<file path="config.mk">
export PLATFORM = sky130hd
export DESIGN_NAME = somador_serial_ctrl
export DESIGN_NICKNAME = d
export VERILOG_FILES = /design/src/rtl/somador_pkg.sv /design/src/rtl/somador_completo.sv /design/src/rtl/somador_serial_ctrl.sv
export SDC_FILE = /design/constraint.sdc
export NUM_CORES = 1
export LEC_CHECK = 0
export ABC_AREA = 0
export BUFFER_PORTS_ARGS = -buffer_cell sky130_fd_sc_hd__buf_2
export CORE_MARGIN = 5
export CORE_UTILIZATION = 35
export CTS_CLUSTER_DIAMETER = 120
export CTS_CLUSTER_SIZE = 8
export DETAILED_ROUTE_END_ITERATION = 10
export GPL_TIMING_DRIVEN = 0
export HOLD_SLACK_MARGIN = 0.05
export SYNTH_ARGS = -nofsm -noshare
export SYNTH_HDL_FRONTEND = slang
export SYNTH_HIERARCHICAL = 1
export SYNTH_SLANG_ARGS = --single-unit
</file>
<file path="constraint.sdc">
create_clock -name clk -period 1.7 [get_ports clk]
set_clock_uncertainty 0.05 [all_clocks]
set_input_delay 0.255 -clock clk [delete_from_list [all_inputs] [get_ports clk]]
set_output_delay 0.255 -clock clk [all_outputs]
set_load 0.05 [all_outputs]
</file>
<file path="src/rtl/somador_pkg.sv">
// Shared types and constants for the bit-serial adder controller.
package somador_pkg;

    localparam int SOMADOR_N = 8;

    typedef enum logic [1:0] {
        IDLE = 2'd0,
        SOMA = 2'd1,
        FIM  = 2'd2
    } estado_t;

endpackage

</file>
<file path="src/rtl/somador_completo.sv">
// 1-bit full adder built from two half adders and an OR; purely combinational.
module somador_completo (
    input  logic a,
    input  logic b,
    input  logic cin,
    output logic s,
    output logic cout
);

    logic s1;
    logic c1;
    logic c2;

    assign s1   = a ^ b;
    assign c1   = a & b;
    assign s    = s1 ^ cin;
    assign c2   = s1 & cin;
    assign cout = c1 | c2;

endmodule

</file>
<file path="src/rtl/somador_serial_ctrl.sv">
// Bit-serial adder sequencer: one shared full-adder cell, N cycles per operation.
// Optional subtraction support is compiled in with SOMADOR_SERIAL_SUB_EN.
module somador_serial_ctrl
    import somador_pkg::*;
#(
    parameter int N = SOMADOR_N
) (
    input  logic         clk,
    input  logic         rst_n,
    input  logic         start,
    input  logic [N-1:0] a,
    input  logic [N-1:0] b,
`ifdef SOMADOR_SERIAL_SUB_EN
    input  logic         sub,
`endif
    output logic         busy,
    output logic         done,
    output logic [N-1:0] soma,
    output logic         cout
);

    localparam int CW = $clog2(N) + 1;

    estado_t       state_q;
    estado_t       state_d;
    logic [N-1:0]  ra_q;
    logic [N-1:0]  rb_q;
    logic [N-1:0]  soma_q;
    logic          carry_q;
    logic          cout_q;
    logic          busy_q;
    logic          done_q;
    logic [CW-1:0] count_q;

    logic          accept;
    logic          last_bit;
    logic          fa_s;
    logic          fa_c;
    logic [N-1:0]  b_load;
    logic          cin_load;

    // Subtraction is a + ~b + 1: invert B on load and seed the carry.
`ifdef SOMADOR_SERIAL_SUB_EN
    assign b_load   = sub ? ~b : b;
    assign cin_load = sub;
`else
    assign b_load   = b;
    assign cin_load = 1'b0;
`endif

    assign accept   = start && ((state_q == IDLE) || (state_q == FIM));
    assign last_bit = (state_q == SOMA) && (count_q == CW'(N - 1));

    somador_completo u_fa (
        .a    (ra_q[0]),
        .b    (rb_q[0]),
        .cin  (carry_q),
        .s    (fa_s),
        .cout (fa_c)
    );

    always_ff @(posedge clk or negedge rst_n) begin
        if (!rst_n) begin
            state_q <= IDLE;
        end else begin
            state_q <= state_d;
        end
    end

    always_comb begin
        state_d = state_q;
        case (state_q)
            IDLE: if (start) state_d = SOMA;
            SOMA: if (last_bit) state_d = FIM;
            FIM:  state_d = start ? SOMA : IDLE;
            default: state_d = IDLE;
        endcase
    end

    // busy/done are decoded from the next state so both leave flops directly.
    always_ff @(posedge clk or negedge rst_n) begin
        if (!rst_n) begin
            busy_q <= 1'b0;
            done_q <= 1'b0;
        end else begin
            busy_q <= (state_d == SOMA);
            done_q <= (state_d == FIM);
        end
    end

    always_ff @(posedge clk or negedge rst_n) begin
        if (!rst_n) begin
            ra_q    <= '0;
            rb_q    <= '0;
            soma_q  <= '0;
            carry_q <= 1'b0;
            cout_q  <= 1'b0;
            count_q <= '0;
        end else if (accept) begin
            ra_q    <= a;
            rb_q    <= b_load;
            soma_q  <= '0;
            carry_q <= cin_load;
            cout_q  <= 1'b0;
            count_q <= '0;
        end else if (state_q == SOMA) begin
            soma_q  <= {fa_s, soma_q[N-1:1]};
            carry_q <= fa_c;
            ra_q    <= ra_q >> 1;
            rb_q    <= rb_q >> 1;
            count_q <= count_q + CW'(1);
            if (last_bit) begin
                cout_q <= fa_c;
            end
        end
    end

    assign busy = busy_q;
    assign done = done_q;
    assign soma = soma_q;
    assign cout = cout_q;

endmodule
</file>
==> results.sh <==
export IMPL_hold_viol_final=0
export IMPL_synth_area_um2=1490
export IMPL_hold_path_class="in -> reg"
export IMPL_rows=23
export IMPL_drive_above_1_share_pct=35.4
export IMPL_die_area_um2=5650
export IMPL_gp_congestion=0.802
export IMPL_tightestPinTransition_ns=0.765
export IMPL_rr_worst_depth=5
export IMPL_final_nets=182
export IMPL_area_growth_pct=19.9
export IMPL_ios=30
export IMPL_core_area_um2=4060
export IMPL_p_clk_share_pct=15.3
export IMPL_wl_per_cell_um=15.3
export IMPL_dp_hpwl_um=2240
export IMPL_grt_usage_pct=13.6
export IMPL_p_sw_share_pct=42.5
export IMPL_cts_num_sinks=34
export IMPL_drt_total_wl_um=3230
export IMPL_status="complete, no violations"
export IMPL_post_route_min_period_ns=1.29
export IMPL_cts_tree="done"
export IMPL_antenna_found_initial=0
export IMPL_grt_setup_unrepaired="false"
export IMPL_cts_buffers=5
export IMPL_dr_total_vias=1078
export IMPL_cp_slowest_cell="dfrtp_1"
export IMPL_grt_pass1_wl_um=5620
export IMPL_maxCapViolations=0
export IMPL_dpl_worst_slack_ns=0.397
export IMPL_drtPass1Iterations=4
export IMPL_avgSynthCellArea_um2=12.0
export IMPL_first_global_vias=1155
export IMPL_crit_fanout=10
export IMPL_min_from="b[4]"
export IMPL_ctsResizeCount=0
export IMPL_final_cell_area_um2=1780
export IMPL_synthCells=124
export IMPL_die_w_um=75.2
export IMPL_ir_drop_mv=0.795
export IMPL_fmax_ghz=0.775
export IMPL_via_per_inst=5.11
export IMPL_htree_levels=2
export IMPL_relSlewSlack_pct=49.0
export IMPL_power_density_nw_per_um2=2070
export IMPL_syn_nets=145
export IMPL_grt_overflow_total=0
export IMPL_ant_nets=0
export IMPL_endpoint_kind="flip-flop"
export IMPL_clk_path_buf_depth=2
export IMPL_clk_pin_slew_ns=0.07
export IMPL_critical_path_max_stage_delay_ns=0.40
export IMPL_hold_path_endpoint="rb_q[4]"
export IMPL_final_common_cell="dfrtp_1"
export IMPL_synth_edf_count=0
export IMPL_finalCritPeriodShare_pct=75.9
export IMPL_finalMaxSlewViolations=0
export IMPL_insertedDiodeCount=0
export IMPL_cp_cell_sequence="and2b_1 > buf_6 > buf_6 > a22oi_2 > nand2_1"
export IMPL_synth_async_reset_ratio_pct=100
export IMPL_ys_seq_area_share_pct=57.2
export IMPL_cp_required_ns=1.83
export IMPL_start_kind="flip-flop"
export IMPL_leakage_nw=0.882
export IMPL_place_area_um2=1700
export IMPL_ys_flop_type="dfrtp_1"
export IMPL_finalSetupViolCount=0
export IMPL_cp_data_arrival_time_ns=1.42
export IMPL_rr_endpoint="rb_q[6]"
export IMPL_finalPower_mw=3.68
export IMPL_post_route_util_pct=44.0
export IMPL_p_int_mw=2.12
export IMPL_r2r_setup_slack_ns=0.41
export IMPL_finalSetupTns_ns=0
export IMPL_drt_initial_drc_count=52
export IMPL_grt_max_degree=35
export IMPL_crit_top_cell="buf_6"
export IMPL_synth_seq_cells=34
export IMPL_drc_errors=0
export IMPL_fin_ws_ns=0.410
export IMPL_ys_types=24
export IMPL_ys_warn_count=6
export IMPL_clk_latency_ns=0.29
export IMPL_path_class="reg -> reg"
export IMPL_cp_startpoint="state_q[0]"
export IMPL_layout_common_cells="34 x dfrtp_1, 32 x buf_2, 23 x nand2_1"
export IMPL_pwr_share_seq_pct=37.6
export IMPL_whs_path_depth=3
export IMPL_combinationalPowerShare_pct=47.1
export IMPL_crit_reg2reg_launch="state_q[0]"
export IMPL_dieHeight_um=75.2
export IMPL_start_util_pct=36.7
export IMPL_io_buffers=29
export IMPL_ctsRootBufferMaster="clkbuf_8"
export IMPL_p_sw_mw=1.57
## power by group through the flow
stage / sequential (mW) / combinational (mW) / clock (mW)
after global routing: 1.43 / 1.93 / 0.623
after detailed placement: 1.39 / 1.76 / 0
after CTS: 1.38 / 1.76 / 0.574
final: 1.38 / 1.74 / 0.563
after floorplan: 1.69 / 1.04 / 0
after global placement: 1.38 / 1.71 / 0
## Yosys cell counts (2+ instances only)
library cell,n,area share [%]
dfrtp_1,34,57
nand2_1,23,5.8
a22o_1,12,7.1
nand3_1,12,4.0
a22oi_2,8,6.7
buf_6,5,3.8
a22oi_1,3,1.5
a31oi_1,3,1.3
buf_2,3,1.0
mux2i_1,3,2.0
nor2_1,3,0.76
nand2b_1,2,0.84
o21ai_1,2,0.67
## sequential cells by signal, summed over array words and instances, names as in the netlist
name,count
ra_q,8
rb_q,8
soma,8
count_q,4
state_q,2
busy,1
carry_q,1
cout,1
done,1
## routing by layer
metal	track usage (%)	wire, um	up-vias	share of wire (%)
li1	-	-	514	-
met1	18.6	1490	524	46
met2	19.7	1420	34	44
met3	5.74	285	6	8.8
met4	4.08	38	0	1.2
met5	0	0	-	0
## critical path: cells and delay by family (launching register included)
family	cells	cell delay (ns)
compound gates	1	0.18
simple gates	2	0.25
buf+inv	2	0.29
flops	1	0.40
## how the worst max path moves through the flow
stage,endpoint,slack (ns),depth (start not counted)
after detailed placement,rb_q[3],0.40,5
after floorplan,soma[7],0.49,2
after global routing,cout,0.32,4
after CTS,rb_q[6],0.39,5
after global placement,rb_q[1],0.44,5
final,rb_q[6],0.41,5
## cell type report
| type | count | area, um2 |
|---|---|---|
| Buffer | 9 | 78.8 |
| Clock buffer | 5 | 68.8 |
| Clock inverter | 2 | 10.0 |
| Fill cell | 408 | 2270 |
| Inverter | 1 | 3.75 |
| Multi-Input combinational cell | 80 | 554 |
| Sequential cell | 34 | 851 |
| Tap cell | 50 | 62.6 |
| Timing Repair Buffer | 30 | 155 |
## repair_timing
item                                   CTS  global route
buffers inserted                         0             0
endpoints found under the hold margin   34             0
hold buffers                             1             0
## through the flow
| step | hold WS (ns) | std cells |
|---|---|---|
| after floorplan | -0.0906 | 124 |
| after global placement | 0.311 | 203 |
| after detailed placement | 0.321 | 203 |
| after CTS | 0.122 | 211 |
| after global routing | 0.131 | 211 |
| final | 0.125 | 211 |
## cells by family after synthesis
| family | share of synthesized area (%) |
|---|---|
| simple gates | 14.8 |
| flops | 57.2 |
| compound gates | 17.2 |
| buf+inv | 5.55 |
| mux | 3.03 |
| fa+ha+maj | 2.19 |
(Power assumes the default switching activity.)
